$ cat config.mk
export PLATFORM = sky130hd
export DESIGN_NAME = poly_operand_sequencer
export DESIGN_NICKNAME = d
export VERILOG_FILES = /design/src/rtl/poly_operand_sequencer.sv
export SDC_FILE = /design/constraint.sdc
export NUM_CORES = 1
export LEC_CHECK = 0
export ABC_CLOCK_PERIOD_IN_PS = 6400
export BUFFER_PORTS_ARGS = -buffer_cell sky130_fd_sc_hd__buf_2
export CORE_ASPECT_RATIO = 0.75
export CORE_MARGIN = 2
export CORE_UTILIZATION = 38
export DETAILED_ROUTE_END_ITERATION = 6
export SYNTH_ARGS = -nofsm -noshare
export SYNTH_HDL_FRONTEND = slang
export SYNTH_SLANG_ARGS = --single-unit
$ cat constraint.sdc
create_clock -name clock -period 6.4 [get_ports clock]
set_clock_uncertainty 0.05 [all_clocks]
set_input_delay 0.64 -clock clock [delete_from_list [all_inputs] [get_ports clock]]
set_output_delay 0.64 -clock clock [all_outputs]
set_load 0.01 [all_outputs]
$ cat src/rtl/poly_operand_sequencer.sv
// Operand-set FIFO and start sequencer feeding the quadratic evaluator.
// Pops one {x,a,b,c} set at a time, pulses enable, then waits for valid and ready.
module poly_operand_sequencer #(
  parameter int DEPTH  = 8,
  parameter int ADDR_W = 3,
  parameter int GAP    = 5
) (
  input  logic              clock,
  input  logic              reset,
  input  logic              in_push,
  input  logic [7:0]        in_x,
  input  logic [15:0]       in_a,
  input  logic [15:0]       in_b,
  input  logic [15:0]       in_c,
  output logic              in_full,
  output logic [ADDR_W:0]   in_count,
  output logic              overflow,
  output logic [7:0]        x,
  output logic [15:0]       a,
  output logic [15:0]       b,
  output logic [15:0]       c,
  output logic              enable,
  input  logic              valid,
  input  logic              ready,
  output logic              busy,
  output logic [15:0]       issued_count
);

  typedef enum logic [2:0] {
    S_GAP_WAIT,
    S_IDLE,
    S_LOAD,
    S_ISSUE,
    S_WAIT_VALID,
    S_WAIT_READY
  } state_t;

  state_t              r_state;
  state_t              w_next;
  logic [55:0]         r_mem [DEPTH];
  logic [ADDR_W-1:0]   r_wr_ptr;
  logic [ADDR_W-1:0]   r_rd_ptr;
  logic [ADDR_W:0]     r_count;
  logic                r_overflow;
  logic [7:0]          r_gap_cnt;
  logic [7:0]          r_x;
  logic [15:0]         r_a;
  logic [15:0]         r_b;
  logic [15:0]         r_c;
  logic [15:0]         r_issued;

  logic                w_full;
  logic                w_pop;
  logic                w_push;
  logic                w_gap_done;
  logic [55:0]         w_head;

  assign w_full = (r_count == (ADDR_W+1)'(DEPTH));
  assign w_pop  = (r_state == S_IDLE) && (r_count != '0);
  // A pop in the same cycle frees a slot, so a push into a full FIFO is legal then.
  assign w_push = in_push && (!w_full || w_pop);
  assign w_head = r_mem[r_rd_ptr];

  // The IDLE decision cycle is the last of the GAP idle cycles, so GAP_WAIT
  // itself lasts GAP-1 cycles (one cycle minimum).
  assign w_gap_done = ({2'b00, r_gap_cnt} + 10'd2) >= 10'(GAP);

  // NOTE: storage array has no reset; occupancy is tracked by pointers and count,
  // so stale entries are never observed and the array can map to plain RAM.
  always_ff @(posedge clock) begin
    if (w_push) begin
      r_mem[r_wr_ptr] <= {in_x, in_a, in_b, in_c};
    end
  end

  // NOTE: every sequential assignment is non-blocking so all registers update
  // together from the values present before the edge.
  always_ff @(posedge clock) begin
    if (reset) begin
      r_wr_ptr   <= '0;
      r_rd_ptr   <= '0;
      r_count    <= '0;
      r_overflow <= 1'b0;
    end else begin
      if (w_push) r_wr_ptr <= r_wr_ptr + ADDR_W'(1);
      if (w_pop)  r_rd_ptr <= r_rd_ptr + ADDR_W'(1);
      case ({w_push, w_pop})
        2'b10:   r_count <= r_count + (ADDR_W+1)'(1);
        2'b01:   r_count <= r_count - (ADDR_W+1)'(1);
        default: r_count <= r_count;
      endcase
      if (in_push && w_full && !w_pop) r_overflow <= 1'b1;
    end
  end

  always_ff @(posedge clock) begin
    if (reset) begin
      r_state   <= S_GAP_WAIT;
      r_gap_cnt <= '0;
      r_x       <= '0;
      r_a       <= '0;
      r_b       <= '0;
      r_c       <= '0;
      r_issued  <= '0;
    end else begin
      r_state   <= w_next;
      r_gap_cnt <= (r_state == S_GAP_WAIT) ? r_gap_cnt + 8'd1 : 8'd0;
      if (w_pop) begin
        r_x <= w_head[55:48];
        r_a <= w_head[47:32];
        r_b <= w_head[31:16];
        r_c <= w_head[15:0];
      end
      if (r_state == S_ISSUE) r_issued <= r_issued + 16'd1;
    end
  end

  // NOTE: defaults first, so no path through the case leaves a signal unassigned
  // and no latch is inferred.
  always_comb begin
    w_next = r_state;
    enable = 1'b0;
    busy   = 1'b0;
    case (r_state)
      S_GAP_WAIT:   if (w_gap_done) w_next = S_IDLE;
      S_IDLE:       if (r_count != '0) w_next = S_LOAD;
      S_LOAD: begin
        busy   = 1'b1;
        w_next = S_ISSUE;
      end
      S_ISSUE: begin
        busy   = 1'b1;
        enable = 1'b1;
        w_next = S_WAIT_VALID;
      end
      S_WAIT_VALID: begin
        busy = 1'b1;
        if (valid) w_next = S_WAIT_READY;
      end
      S_WAIT_READY: begin
        busy = 1'b1;
        if (ready) w_next = S_GAP_WAIT;
      end
      default:      w_next = S_GAP_WAIT;
    endcase
  end

  assign in_full      = w_full;
  assign in_count     = r_count;
  assign overflow     = r_overflow;
  assign x            = r_x;
  assign a            = r_a;
  assign b            = r_b;
  assign c            = r_c;
  assign issued_count = r_issued;

endmodule

==> key figures, run 1 <==
Run status
  – Outcome: complete, no violations

Cells and area
  – Layout cells sized above 1: 0.298
  – Number of diodes: 0
  – Final nets: 1,286
  – Layout area overhead: 16.2%
  – FILL cells: 4,551

Synth
  – Compound-gate portion of the synthesized area: 0.0290
  – EDFF count, synth: 448
  – Leading post-synthesis cells by cell area: edfxtp_1 (65%), mux4_2 (12%), dfxtp_1 (9.2%)
  – Avg Cell Area, Syn: 19.3 µm²
  – Seq/Total Area, Yosys: 0.746
  – Ys Warns: 0
  – Synth cell types: 47
  – Post-Syn Area: 20,600 µm²
  – Synth Area in XOR/XNOR: 0.0111
  – Synth Register Bits: 542
  – Yosys top cell area share: 0.654
  – Synth Area in Simple Gates: 0.0357
  – Post-synthesis mux area share: 0.154
  – Ys flop type: edfxtp_1
  – Yosys top cell by area: edfxtp_1
  – Async S/R FF share, synth: 0
  – Syn Inst Count: 1,067
  – Post-synthesis adder-cell area fraction: 0.00645
  – Syn_nets: 1,138
  – Largest family of logic cells by synthesized area: multiplexers

Setup path
  – Most Frequent Cell on Critical Path: buf_4
  – Crit path kind: reg2reg
  – Worst-path maximum fanout: 65
  – Req. time, crit path: 6.83 ns
  – WP data arrival: 3.40 ns
  – Worst path max stage delay: 0.72 ns
  – Buffers & Inverters on Critical Path: 2
  – CP startpoint kind: flip-flop
  – Family with the most delay on the worst path: buffers and inverters
  – Crit-path cells: nor3b_4, nor2b_4, buf_4, buf_4, nand2_1, xor2_1, nor2_1
  – Slowest-stage cell, CP: buf_4
  – Critical Path End Type: flip-flop

Floorplan
  – Core Region: 53,200 µm²
  – Die Area: 56,000 µm²
  – Die Ht: 205 µm
  – Initial Utilization: 0.386
  – Row cnt: 73
  – IO Count: 141
  – Die width: 273 µm

Power and ir drop
  – Leakage: 7.68 nW
  – Power share of the sequential group: 0.502
  – Power Density: 343 nW/µm²
  – Internal power: 6.31 mW
  – Overall power: 8.20 mW
  – Net Sw Frac: 0.230
  – Part of the power in combinational logic: 0.096
  – Net Sw Power: 1.89 mW
  – Clk pwr share: 0.403
  – Max IR drop VDD: 0.207 mV

Route
  – Antenna Nets Post-Route: 0
  – Total Wirelength: 42,500 µm
  – DR WL/cell: 21.6 µm
  – Via-to-Cell Ratio: 5.10
  – Drt drc: 0
  – Initial DRC Count: 738
  – Vias: 10.1k
  – Iteration count of the initial detailed-routing pass: 7

STA
  – Max Clk Rate: 337 MHz
  – # setup viols final: 0
  – Final period utilization: 0.464
  – RSZ-0062 raised after global routing: false
  – Worst Tran Pin Value: 1.08 ns
  – Max_slew headroom: 0.277
  – Final Hold Viols: 0
  – Min Tclk post-route: 2.97 ns
  – Hold slack: 0.241 ns
  – Final TNS setup: 0 ns
  – Worst setup margin: 3.43 ns
  – Final Slew Violations: 0

Clocking
  – Clk buf depth: 3
  – TritonCTS clock tree: done
  – Clk Latency, worst-skew pair: 0.62 ns
  – Post-CTS setup buffers: 0
  – TritonCTS Buffers: 53
  – Resize count post-CTS: 0
  – H-tree levels: 2
  – CTS clock-pin slew for the worst setup and hold paths: 0.06 ns
  – Cts hold-fix bufs: 0
  – Clk sinks: 542
  – Root Driver: clkbuf_16

Global routing
  – First-pass GRT wire length: 64,800 µm
  – All-Layer GR Usage: 0.154
  – Largest net degree at the start of global routing: 66
  – GR Overflow Total: 0
  – Initial antenna violation count: 6
  – Vias in the first global route: 10.3k

Placement
  – Post-DP HPWL: 22,600 µm
  – I/O Buffers: 140
  – Placer Congestion: 0.740
  – Placement-stage worst setup slack: 3.42 ns

Job
  – MaxCap Viol Count: 0

Min path
  – Class of the worst hold path: in2reg
## layer usage
metal  vias to the layer above  track usage  part of all wire
li1                       4574            -                 -
met1                      5204        0.227              0.48
met2                       216        0.233              0.45
met3                        65       0.0329             0.051
met4                         8       0.0394             0.017
met5                         -            0            0.0013
## synth_stat cells, drive strengths merged, types with 6 or more instances
cell type	n
buf	42
xnor2	16
a21oi	10
dfxtp	94
xor2	10
mux2i	62
inv	12
nor2	92
nand3	8
nand2	16
edfxtp	448
nor3	11
clkbuf	21
ha	9
o21ai	6
a211oi	57
mux4	112
## power by group through the flow
stage / combinational (mW) / sequential [mW] / clock, mW
3_3_place_gp: 0.790 / 4.18 / 0
5_1_grt: 0.870 / 4.13 / 3.54
4_1_cts: 0.807 / 4.12 / 3.38
6_report: 0.785 / 4.11 / 3.30
2_1_floorplan: 0.540 / 4.18 / 0
3_5_place_dp: 0.804 / 4.19 / 0
## final timing paths
kind | start | endpoint | slack [ns] | cells after the start
max | r_state[0]$_SDFFE_PP0P_ | r_rd_ptr[2]$_SDFFE_PP0N_ | 3.43 | 7
max reg2reg | r_state[0]$_SDFFE_PP0P_ | r_rd_ptr[2]$_SDFFE_PP0N_ | 3.43 | 7
min | in_b[10] | r_mem[0][26]$_DFFE_PP_ | 0.24 | 1
min reg2reg | a[0]$_SDFFE_PP0N_ | a[0]$_SDFFE_PP0N_ | 0.45 | 2
## sequential cells by signal, indices dropped and copies added (netlist names)
signal        flops
r_rd_ptr          3
a                16
x                 8
c                16
b                16
r_mem           448
issued_count     16
r_state           3
in_count          4
r_wr_ptr          3
r_gap_cnt         8
overflow          1
## cell type report
class | instances | area, µm² | share of cell area
clock buffer | 73 | 1470 | 0.0616
clock inverter | 27 | 388 | 0.0162
inverter | 12 | 45.0 | 0.00189
multi-input combinational | 450 | 4910 | 0.206
sequential | 542 | 15300 | 0.642
tap | 712 | 891 | 0.0373
timing repair buffer | 156 | 836 | 0.0350
## kinds of logic (layout without fill, tap and decap cells)
| family | Yosys count | in the layout |
|---|---|---|
| flops | 542 | 542 |
| buf+inv | 75 | 268 |
| fa+ha+maj | 10 | 10 |
| simple gates | 157 | 157 |
| mux | 175 | 175 |
| compound gates | 82 | 82 |
| xor+xnor | 26 | 26 |
## layout by cell type (no fill, tap or decap), types with 12 or more instances in the layout
cell and instances:
xnor2_1 16, dfxtp_1 91, clkinv_2 12, clkbuf_1 13, mux2i_1 62, clkbuf_16 53
nand2_1 16, a211oi_1 57, edfxtp_1 448, nor2_1 89, mux4_2 112, buf_4 16
buf_2 139
## through the flow
stage / cell area, µm² / instances / util
global placement: 22000 / 1872 / 0.414
floorplan: 20600 / 1067 / -
CTS: 23900 / 1972 / 0.449
finish: 23900 / 1972 / 0.449
global route: 23900 / 1972 / 0.449
detailed placement: 22000 / 1872 / 0.414
Power figures use the tool's default switching activity.
==> run 2, diff against run 1 <==
Settings changed: ABC_AREA set to 1, ABC_CLOCK_PERIOD_IN_PS 6400 to 2800.
Clock period 6.4 ns to 2.8 ns, I/O delays scaled along.
==> run 2 against run 1 <==
The flow now finishes with violations (design-rule violations). Core utilization increased by 0.48 points. Hold slack got worse by 0.16 ns. Die area increased by 2.5%. Combinational power increased to 6.1 times the previous value. Power increased to 2.6 times the previous value. Synthesized cell count increased by 61%. Global-route usage increased by 0.73 points. Register-to-register slack got worse by 3.0 ns. Fmax increased by 26%. Critical path type unchanged. Highest routed layer unchanged.
==> key figures, run 2 <==
Run status
  – Outcome: complete, but fails checks (was complete, no violations)
  – Failing checks: design-rule violations

Setup path
  – Buffers & Inverters on Critical Path: 3 (was 2)
  – Worst-path maximum fanout: 33 (was 65)
  – WP data arrival: 2.78 ns (was 3.40 ns)
  – Crit path kind: reg2reg (unchanged)
  – Most Frequent Cell on Critical Path: nand2_1 (was buf_4)
  – CP startpoint kind: flip-flop (unchanged)
  – Family with the most delay on the worst path: simple AND/OR/NAND/NOR gates (was buffers and inverters)
  – Worst path max stage delay: 0.39 ns (was 0.72 ns)
  – Crit-path cells: inv_1, nand2_1, nor2_1, nand2_1, nand2_4, inv_4, nand2_1, inv_1, ha_1, a21oi_1, o211ai_1, nand2_1, nand3_1, nand2_1, nor2_1 (was nor3b_4, nor2b_4, buf_4, buf_4, nand2_1, xor2_1, nor2_1)
  – Req. time, crit path: 3.23 ns (was 6.83 ns)
  – Slowest-stage cell, CP: dfxtp_1 (was buf_4)
  – Critical Path End Type: flip-flop (unchanged)

STA
  – Worst Tran Pin Value: 0.925 ns (was 1.08 ns)
  – RSZ-0062 raised after global routing: false (unchanged)
  – Max Clk Rate: 425 MHz (was 337 MHz)
  – Worst setup margin: 0.445 ns (was 3.43 ns)
  – Final Slew Violations: 0 (unchanged)
  – Final period utilization: 0.841 (was 0.464)
  – Max_slew headroom: 0.384 (was 0.277)
  – Final Hold Viols: 0 (unchanged)
  – Min Tclk post-route: 2.35 ns (was 2.97 ns)
  – # setup viols final: 0 (unchanged)

Synth
  – Synth cell types: 38 (was 47)
  – Ys flop type: edfxtp_1 (unchanged)
  – Post-synth top cells: edfxtp_1 (448), nor2_1 (331), o21ai_0 (294) (was edfxtp_1 (448), mux4_2 (112), dfxtp_1 (94))
  – Leading post-synthesis cells by cell area: edfxtp_1 (64%), dfxtp_1 (8.9%), o21ai_0 (7.0%) (was edfxtp_1 (65%), mux4_2 (12%), dfxtp_1 (9.2%))
  – Post-Syn Area: 21,100 µm² (was 20,600 µm²)
  – Yosys top cell area share: 0.638 (was 0.654)
  – Seq/Total Area, Yosys: 0.727 (was 0.746)
  – Syn Inst Count: 1,713 (was 1,067)
  – Avg Cell Area, Syn: 12.3 µm² (was 19.3 µm²)
  – Async S/R FF share, synth: 0 (unchanged)
  – Most common cell in the netlist: edfxtp_1 (unchanged)
  – Syn_nets: 1,784 (was 1,138)
  – EDFF count, synth: 448 (unchanged)
  – Yosys top cell by area: edfxtp_1 (unchanged)
  – Synth Register Bits: 542 (unchanged)
  – Ys Warns: 0 (unchanged)

Cells and area
  – Commonest non-fill, non-tap cell in the layout: edfxtp_1 (unchanged)
  – Reg area: 15,300 µm² (unchanged)
  – Layout area overhead: 17.4% (was 16.2%)
  – Reg with most FFs: r_mem (unchanged)
  – Multi-input logic area: 4970 µm² (was 4910 µm²)
  – Layout cells sized above 1: 0.138 (was 0.298)
  – Final core occ: 0.453 (was 0.449)
  – Max reg flops: 448 (unchanged)
  – FILL cells: 4,997 (was 4,551)
  – Final nets: 1,952 (was 1,286)
  – Commonest non-fill, non-tap cells in the layout: edfxtp_1 (448), nor2_1 (323), o21ai_0 (294), buf_2 (140), dfxtp_1 (91) (was edfxtp_1 (448), buf_2 (139), mux4_2 (112), dfxtp_1 (91), nor2_1 (89))

Min path
  – Class of the worst hold path: in2reg (unchanged)

Route
  – Drt drc: 14 (was 0)
  – Vias: 13.5k (was 10.1k)
  – Total Wirelength: 47,200 µm (was 42,500 µm)
  – Iteration count of the initial detailed-routing pass: 7 (unchanged)
  – Antenna Nets Post-Route: 0 (unchanged)
  – DR WL/cell: 17.8 µm (was 21.6 µm)
  – Via-to-Cell Ratio: 5.11 (was 5.10)
  – Initial DRC Count: 1,040 (was 738)

Global routing
  – GR Overflow Total: 0 (unchanged)
  – First-pass GRT wire length: 74,200 µm (was 64,800 µm)
  – Largest net degree at the start of global routing: 226 (was 66)
  – Vias in the first global route: 13.2k (was 10.3k)
  – All-Layer GR Usage: 0.161 (was 0.154)
  – Initial antenna violation count: 3 (was 6)

Placement
  – Post-DP HPWL: 25,800 µm (was 22,600 µm)
  – Placer Congestion: 0.791 (was 0.740)
  – I/O Buffers: 140 (unchanged)
  – Placement-stage worst setup slack: 0.432 ns (was 3.42 ns)

Power and ir drop
  – Overall power: 21.4 mW (was 8.20 mW)
  – Power Density: 864 nW/µm² (was 343 nW/µm²)
  – Max IR drop VDD: 0.657 mV (was 0.207 mV)
  – Leakage: 8.49 nW (was 7.68 nW)

Floorplan
  – Die width: 276 µm (was 273 µm)
  – Die Area: 57,400 µm² (was 56,000 µm²)
  – Die Ht: 208 µm (was 205 µm)
  – IO Count: 141 (unchanged)
  – Initial Utilization: 0.386 (about the same)
  – Core Region: 54,600 µm² (was 53,200 µm²)
  – Row cnt: 74 (was 73)

Clocking
  – Clk buf depth: 3 (unchanged)
  – H-tree levels: 2 (unchanged)
  – TritonCTS clock tree: done (unchanged)
  – Clk Latency, worst-skew pair: 0.58 ns (was 0.62 ns)
  – Clk sinks: 542 (unchanged)
  – TritonCTS Buffers: 52 (was 53)
  – CTS clock-pin slew for the worst setup and hold paths: 0.06 ns (about the same)
  – Root Driver: clkbuf_16 (unchanged)

Job
  – MaxCap Viol Count: 0 (unchanged)
-- run 2: cell count changes after synthesis, moves of 57 or more --
cell	change
a211oi_1	-57
mux4_2	-112
mux2i_1	-62
o21ai_0	+289
nor2_1	+239
a21oi_1	+65
o211ai_1	+58
o21ai_1	+64
-- run 2: path summary, 6_finish.rpt --
check                                 from                  endpoint  slack, ns  cells after the start
setup / recovery  in_count[1]$_SDFFE_PP0P_  in_count[3]$_SDFFE_PP0P_       0.45                     15
hold / removal                     in_push  r_wr_ptr[1]$_SDFFE_PP0P_       0.08                      3
setup reg to reg  in_count[1]$_SDFFE_PP0P_  in_count[3]$_SDFFE_PP0P_       0.45                     15
hold reg to reg      overflow$_SDFFE_PP0P_     overflow$_SDFFE_PP0P_       0.43                      1
-- run 2: cells by family after synthesis --
logic type / count (synthesis) / share of synthesized area
and+or+nand+nor: 439 / 0.0833
adders and majority gates: 10 / 0.00629
AOI/OAI and AO/OA: 550 / 0.141
buffers and inverters: 167 / 0.0402
xor gates and xnor gates: 5 / 0.00208
DFF: 542 / 0.727
-- run 2: layout make-up --
type / count / area share
clock buffer: 63 / 0.0551
timing repair buffer: 224 / 0.0661
inverter: 57 / 0.00904
tap: 722 / 0.0365
multi-input combinational: 1004 / 0.201
clock inverter: 32 / 0.0128
sequential: 542 / 0.620
antenna: 3 / 0.000303
-- run 2: stage by stage --
| stage | TNS (ns) | cell area, µm² | hold slack [ns] | cells |
|---|---|---|---|---|
| 4_1_cts | 0 | 24800 | 0.0525 | 2644 |
| 5_1_grt | 0 | 24800 | 0.0896 | 2646 |
| 6_report | 0 | 24800 | 0.0761 | 2647 |
| 2_1_floorplan | -82.15 | 21100 | 0.329 | 1713 |
| 3_5_place_dp | 0 | 22500 | 0.421 | 2492 |
| 3_3_place_gp | 0 | 22500 | 0.417 | 2492 |
-- run 2: layer usage --
metal  wire [µm]  up-vias  GRT usage
li1            -     6589          -
met4         731        2     0.0360
met2       22000      325      0.263
met5          14        -          0
met1       22100     6556      0.227
met3        2360       63     0.0262
-- run 2: power breakdown --
part / internal, mW / total [mW] / switching [mW]
Sequential: 9.39 / 9.67 / 0.284
Combinational: 1.53 / 4.79 / 3.25
Clock: 4.02 / 6.95 / 2.94
-- run 2: timing repair --
item / in CTS / in global routing
hold endpoints to repair: 455 / 0
buffers inserted: 0 / 0
hold buffers: 57 / 0
resized for setup: 0 / 0
-- run 2: worst min-delay path, stage by stage --
cell     delay (ns)
buf_2          0.13
nand2_1        0.16
a21oi_1        0.09
